[config.mk]
export PLATFORM = sky130hd
export DESIGN_NAME = io_switch_matrix_cfg_flat
export DESIGN_NICKNAME = d
export VERILOG_FILES = /design/src/rtl/io_switch_matrix_cfg_if.sv /design/src/rtl/io_switch_matrix_cfg.sv /design/src/flat_wrapper.sv
export SDC_FILE = /design/constraint.sdc
export NUM_CORES = 1
export LEC_CHECK = 0
export ABC_CLOCK_PERIOD_IN_PS = 2300
export CAP_MARGIN = 20
export CORE_UTILIZATION = 40
export CTS_CLUSTER_SIZE = 30
export DETAILED_ROUTE_END_ITERATION = 8
export GPL_ROUTABILITY_DRIVEN = 1
export PLACE_DENSITY = 0.67
export SLEW_MARGIN = 10
export SYNTH_ARGS = -nofsm -noshare
export SYNTH_HDL_FRONTEND = slang
export SYNTH_SLANG_ARGS = --single-unit
[constraint.sdc]
create_clock -name clk_i -period 2.3 [get_ports clk_i]
set_clock_uncertainty 0.1 [all_clocks]
set_input_delay 0.23 -clock clk_i [delete_from_list [all_inputs] [get_ports clk_i]]
set_output_delay 0.23 -clock clk_i [all_outputs]
set_load 0.03 [all_outputs]
[src/rtl/io_switch_matrix_cfg_if.sv]
// Bundle for the IO switch matrix: routing wires, serial config handshake and pad outputs.
// The block takes the slave modport; the driver of config and wires takes master.
interface io_switch_matrix_cfg_if #(
    parameter int NUM_CH    = 2,
    parameter int NUM_WIRES = 16
);
    localparam int SEL_W    = $clog2(NUM_WIRES);
    localparam int CFG_BITS = NUM_CH * (SEL_W + 2);

    logic [NUM_WIRES-1:0] wires_in;
    logic                 cfg_in_valid;
    logic                 cfg_in_ready;
    logic                 cfg_in_data;
    logic                 cfg_abort;
    logic                 cfg_out;
    logic                 cfg_done;
    logic [CFG_BITS-1:0]  cfg_active;
    logic [NUM_CH-1:0]    ch_i;
    logic [NUM_CH-1:0]    ch_t;

    modport master (
        output wires_in, cfg_in_valid, cfg_in_data, cfg_abort,
        input  cfg_in_ready, cfg_out, cfg_done, cfg_active, ch_i, ch_t
    );

    modport slave (
        input  wires_in, cfg_in_valid, cfg_in_data, cfg_abort,
        output cfg_in_ready, cfg_out, cfg_done, cfg_active, ch_i, ch_t
    );
endinterface

[src/rtl/io_switch_matrix_cfg.sv]
// IO-tile switch matrix with serially loaded shadow/active config and atomic commit.
// Optional macro IO_SWMX_OUTREG_EN registers ch_i/ch_t for one cycle of extra latency.

// One channel: I-mux over the wire bundle, T-mux over VCC/GND/two fixed wires.
module io_swmx_lane #(
    parameter int NUM_WIRES = 16,
    parameter int SEL_W     = 4,
    parameter int T_SRC_A   = 0,
    parameter int T_SRC_B   = 15
) (
    input  logic [NUM_WIRES-1:0] wires_i,
    input  logic [SEL_W-1:0]     isel_i,
    input  logic [1:0]           tsel_i,
    output logic                 i_o,
    output logic                 t_o
);
    // Padding to a power of two makes out-of-range selects read a zero.
    logic [2**SEL_W-1:0] wpad;

    always_comb begin
        wpad                 = '0;
        wpad[NUM_WIRES-1:0]  = wires_i;
    end

    assign i_o = wpad[isel_i];

    always_comb begin
        t_o = 1'b1;
        case (tsel_i)
            2'd0:    t_o = 1'b1;
            2'd1:    t_o = 1'b0;
            2'd2:    t_o = wires_i[T_SRC_A];
            default: t_o = wires_i[T_SRC_B];
        endcase
    end
endmodule

module io_switch_matrix_cfg #(
    parameter int NUM_CH    = 2,
    parameter int NUM_WIRES = 16,
    parameter int T_SRC_A   = 0,
    parameter int T_SRC_B   = NUM_WIRES - 1
) (
    input  logic                    clk_i,
    input  logic                    rst_i,
    io_switch_matrix_cfg_if.slave   bus
);
    localparam int SEL_W    = $clog2(NUM_WIRES);
    localparam int FLD_W    = SEL_W + 2;
    localparam int CFG_BITS = NUM_CH * FLD_W;
    localparam int CNT_W    = $clog2(CFG_BITS + 1);

    typedef enum logic [1:0] {IDLE, SHIFT, COMMIT} state_e;

    state_e              state_q;
    logic [CNT_W-1:0]    cnt_q, cnt_d;
    logic [CFG_BITS-1:0] shadow_q, shadow_d;
    logic [CFG_BITS-1:0] active_q;
    logic                ready_q;
    logic                done_q;
    logic                accept;

    // Abort takes priority: a bit offered alongside it is dropped.
    assign accept   = bus.cfg_in_valid && ready_q && !bus.cfg_abort;
    assign shadow_d = {shadow_q[CFG_BITS-2:0], bus.cfg_in_data};
    assign cnt_d    = cnt_q + CNT_W'(1);

    always_ff @(posedge clk_i or posedge rst_i) begin
        if (rst_i) begin
            state_q  <= IDLE;
            cnt_q    <= '0;
            shadow_q <= '0;
            active_q <= '0;
            ready_q  <= 1'b1;
            done_q   <= 1'b0;
        end else begin
            done_q <= 1'b0;
            case (state_q)
                IDLE, SHIFT: begin
                    if (bus.cfg_abort) begin
                        state_q <= IDLE;
                        cnt_q   <= '0;
                    end else if (accept) begin
                        shadow_q <= shadow_d;
                        cnt_q    <= cnt_d;
                        if (cnt_d == CNT_W'(CFG_BITS)) begin
                            state_q <= COMMIT;
                            ready_q <= 1'b0;
                            done_q  <= 1'b1;
                        end else begin
                            state_q <= SHIFT;
                        end
                    end
                end
                COMMIT: begin
                    active_q <= shadow_q;
                    cnt_q    <= '0;
                    ready_q  <= 1'b1;
                    state_q  <= IDLE;
                end
                default: begin
                    state_q <= IDLE;
                    cnt_q   <= '0;
                    ready_q <= 1'b1;
                end
            endcase
        end
    end

    assign bus.cfg_in_ready = ready_q;
    assign bus.cfg_done     = done_q;
    assign bus.cfg_out      = shadow_q[CFG_BITS-1];
    assign bus.cfg_active   = active_q;

    logic [NUM_CH-1:0] ch_i_c, ch_t_c;

    for (genvar c = 0; c < NUM_CH; c++) begin : g_lane
        io_swmx_lane #(
            .NUM_WIRES (NUM_WIRES),
            .SEL_W     (SEL_W),
            .T_SRC_A   (T_SRC_A),
            .T_SRC_B   (T_SRC_B)
        ) u_lane (
            .wires_i (bus.wires_in),
            .isel_i  (active_q[c*FLD_W +: SEL_W]),
            .tsel_i  (active_q[c*FLD_W+SEL_W +: 2]),
            .i_o     (ch_i_c[c]),
            .t_o     (ch_t_c[c])
        );
    end

`ifdef IO_SWMX_OUTREG_EN
    logic [NUM_CH-1:0] ch_i_q, ch_t_q;

    always_ff @(posedge clk_i or posedge rst_i) begin
        if (rst_i) begin
            ch_i_q <= '0;
            ch_t_q <= '1;
        end else begin
            ch_i_q <= ch_i_c;
            ch_t_q <= ch_t_c;
        end
    end

    assign bus.ch_i = ch_i_q;
    assign bus.ch_t = ch_t_q;
`else
    assign bus.ch_i = ch_i_c;
    assign bus.ch_t = ch_t_c;
`endif
endmodule

[src/flat_wrapper.sv]
// flat-port wrapper written by rule: the top's interface ports become plain ports
module io_switch_matrix_cfg_flat 
#(
    parameter int NUM_CH    = 2,
    parameter int NUM_WIRES = 16,
    parameter int T_SRC_A   = 0,
    parameter int T_SRC_B   = NUM_WIRES - 1
)
  (clk_i, rst_i, bus_wires_in, bus_cfg_in_valid, bus_cfg_in_data, bus_cfg_abort, bus_cfg_in_ready, bus_cfg_out, bus_cfg_done, bus_cfg_active, bus_ch_i, bus_ch_t);
  io_switch_matrix_cfg_if #(.NUM_CH(NUM_CH), .NUM_WIRES(NUM_WIRES)) bus_i ();
  input  logic clk_i;
  input  logic rst_i;
  input wire logic [$bits(bus_i.wires_in)-1:0] bus_wires_in;
  input wire logic [$bits(bus_i.cfg_in_valid)-1:0] bus_cfg_in_valid;
  input wire logic [$bits(bus_i.cfg_in_data)-1:0] bus_cfg_in_data;
  input wire logic [$bits(bus_i.cfg_abort)-1:0] bus_cfg_abort;
  output wire logic [$bits(bus_i.cfg_in_ready)-1:0] bus_cfg_in_ready;
  output wire logic [$bits(bus_i.cfg_out)-1:0] bus_cfg_out;
  output wire logic [$bits(bus_i.cfg_done)-1:0] bus_cfg_done;
  output wire logic [$bits(bus_i.cfg_active)-1:0] bus_cfg_active;
  output wire logic [$bits(bus_i.ch_i)-1:0] bus_ch_i;
  output wire logic [$bits(bus_i.ch_t)-1:0] bus_ch_t;
  assign bus_i.wires_in = bus_wires_in;
  assign bus_i.cfg_in_valid = bus_cfg_in_valid;
  assign bus_i.cfg_in_data = bus_cfg_in_data;
  assign bus_i.cfg_abort = bus_cfg_abort;
  assign bus_cfg_in_ready = bus_i.cfg_in_ready;
  assign bus_cfg_out = bus_i.cfg_out;
  assign bus_cfg_done = bus_i.cfg_done;
  assign bus_cfg_active = bus_i.cfg_active;
  assign bus_ch_i = bus_i.ch_i;
  assign bus_ch_t = bus_i.ch_t;
  io_switch_matrix_cfg #(.NUM_CH(NUM_CH), .NUM_WIRES(NUM_WIRES), .T_SRC_A(T_SRC_A), .T_SRC_B(T_SRC_B)) u_core (.clk_i(clk_i), .rst_i(rst_i), .bus(bus_i));
endmodule
==> qor.yml <==
period_needed_ps: 2160
core-area_um2: 3800
syn-mean-instance-area_um2: 13.8
grtUsageTotal: 0.159
die_area_um2: 4360
clkSinkCount: 32
finalHoldViolCount: 0
netlist_area_um2: 1640
postPlaceCellArea_um2: 2080
drt_iter0_drc: 18
power_frac_clock: 0.400
ys_ff_latch: 32
dp_hpwl_um: 2200
startpoint_type: "input pin"
critPathMaxFanout: 4
drt-total-wl_um: 3020
yosysWarnings: 0
cts_root_buf: "clkbuf_8"
cp_data_required_time_ps: 1970
clk_pin_slew_worst_paths_ps: 60
timing.rr.start: "u_core.state_q[1]"
yosysUniqueCellTypes: 35
syn-num-nets: 142
wl_per_cell_um: 14.2
drv_slew: 0
setup_violations: 0
rr_worst_depth: 3
start_util: 0.432
p_int_uw: 855
cts_max_level: 2
combPwrFrac: 0.074
cts_max_path_buffers: 2
clkLatencyLatePin_ps: 280
arrival_ps: 1830
yosysMostFrequentCell: "dfrtp_1"
syn_to_final_growth_pct: 31.8
nNetsFinal: 186
synth_top_area_share: 0.473
synthArstFlopShare: 1.00
tightestPinTransition_ps: 598
yosysTopAreaCell: "dfrtp_1"
cap_viol_max_count: 0
ant_nets: 0
drc_errors: 0
seq_area_frac_synth: 0.489
firstDrtPassIters: 4
slew_headroom: 0.601
reg2reg_setup_slack_ps: 600
switchingPower_uw: 216
cp-end-kind: "output pin"
ys_top_cells_by_count: "dfrtp_1, mux2_1, mux2_2"
die_w_um: 66.1
gp_congestion: 0.747
peakVddDrop_mv: 0.311
p_sw_frac: 0.202
grt_overflow_total: 0
port_buffers: 39
grt_first_pass_wirelength_um: 5070
crit_type: "input pin to output pin"
grt_pass1_vias: 1088
tritoncts: "yes"
drive_above_1_share: 0.213
max_clock_freq_mhz: 463
vias: 1089
row_count: 22
period_share: 0.940
status: "finished, final reports clean"
leakage_nw: 0.991
synthTopCellsByArea: "dfrtp_1, mux2_1, mux2_2"
finalPower_mw: 1.07
min_path_type: "input pin to asynchronous set/reset pin"
antenna_found_initial: 0
die_h_um: 66.1
cts_setup_buffers: 0
reg2reg_to: "u_core.shadow_q[4]"
rsz0062_at_grt: "no"
fin_cells: 212
io_pins: 40
synth-edff-count: 0
synth_cells: 119
p_seq_frac: 0.526
num_antenna_cells: 0
viasPerCell: 5.14
power.density_nw_per_um2: 495
final_cell_area_um2: 2160
post-place-cells: 204
cts_buffers: 5
grt_max_degree: 33
synth-main-ff-cell: "dfrtp_1"
-- critical path, cell delays in order --
cell             delay (ps)
clkdlybuf4s50_1         530
buf_4                   130
nor2b_1                  30
o21ai_0                 200
clkdlybuf4s50_1         710
-- power groups by stage --
| stage | combinational (mW) | sequential (mW) | clock [mW] |
|---|---|---|---|
| finish | 0.0789 | 0.563 | 0.429 |
| global route | 0.0862 | 0.562 | 0.474 |
| CTS | 0.0813 | 0.563 | 0.445 |
| detailed placement | 0.0812 | 0.573 | 0 |
| global placement | 0.0809 | 0.573 | 0 |
| floorplan | 0.0341 | 0.573 | 0 |
-- what timing repair did --
action                                  in CTS  in global routing
gates resized for setup                      5                  2
hold endpoints to repair                     0                  0
endpoints found under the setup margin       2                  2
hold buffers                                 0                  0
-- worst max path at each step --
stage,startpoint,end,slack [ps],depth (start not counted)
after global placement,bus_wires_in[0],bus_ch_i[0],-170,6
after CTS,u_core.bus.cfg_active[6],bus_ch_i[1],2,5
final,bus_wires_in[0],bus_ch_t[0],140,5
after global routing,bus_wires_in[0],bus_ch_t[0],20,5
after floorplan,u_core.bus.cfg_active[0],bus_ch_i[0],260,5
after detailed placement,bus_wires_in[0],bus_ch_i[1],-190,6
-- per-stage QoR --
stage	TNS [ps]	hold WS (ps)	setup WS [ps]	util
floorplan	0	245	260	-
global placement	-321	386	-166	0.548
detailed placement	-376	388	-194	0.548
CTS	0	244	1.53	0.572
global route	0	283	20.4	0.569
finish	0	236	138	0.569
-- registers in the layout (all words and copies together), names as in the netlist --
name and flops:
u_core.bus.cfg_active 12, u_core.shadow_q 12, u_core.cnt_q 4, u_core.state_q 2, u_core.bus.cfg_done 1, u_core.bus.cfg_in_ready 1
-- routing by layer --
metal,GRT usage,share of wire,vias to the layer above
met3,0.0586,0.074,5
met5,0,0,-
li1,-,-,524
met4,0.0559,0.011,0
met2,0.240,0.46,35
met1,0.208,0.46,525
-- cell families after synthesis --
family          Yosys count  synth area share
fa+ha+maj                 2            0.0152
mux                      34             0.296
simple gates             27            0.0968
flops                    32             0.489
buf+inv                   9            0.0358
compound gates           11            0.0465
xor+xnor                  4            0.0213
-- cell type report --
type | count | area, um^2
Clock buffer | 8 | 90.1
Fill cell | 329 | 1640
Inverter | 1 | 3.75
Multi-Input combinational cell | 78 | 781
Sequential cell | 32 | 803
Tap cell | 48 | 60.1
Timing Repair Buffer | 45 | 425
-- cells in the final DEF, fill, tap and decap left out, drive strengths merged, types with 4 or more instances in the layout --
| cell | synthesis | final |
|---|---|---|
| buf | 7 | 6 |
| nand2 | 6 | 6 |
| nor2 | 4 | 4 |
| nor2b | 7 | 7 |
| mux4 | 8 | 8 |
| dfrtp | 31 | 31 |
| clkbuf | 1 | 10 |
| clkdlybuf4s50 | 0 | 37 |
| mux2 | 24 | 24 |
| a21oi | 4 | 4 |
(Power assumes the default switching activity.)
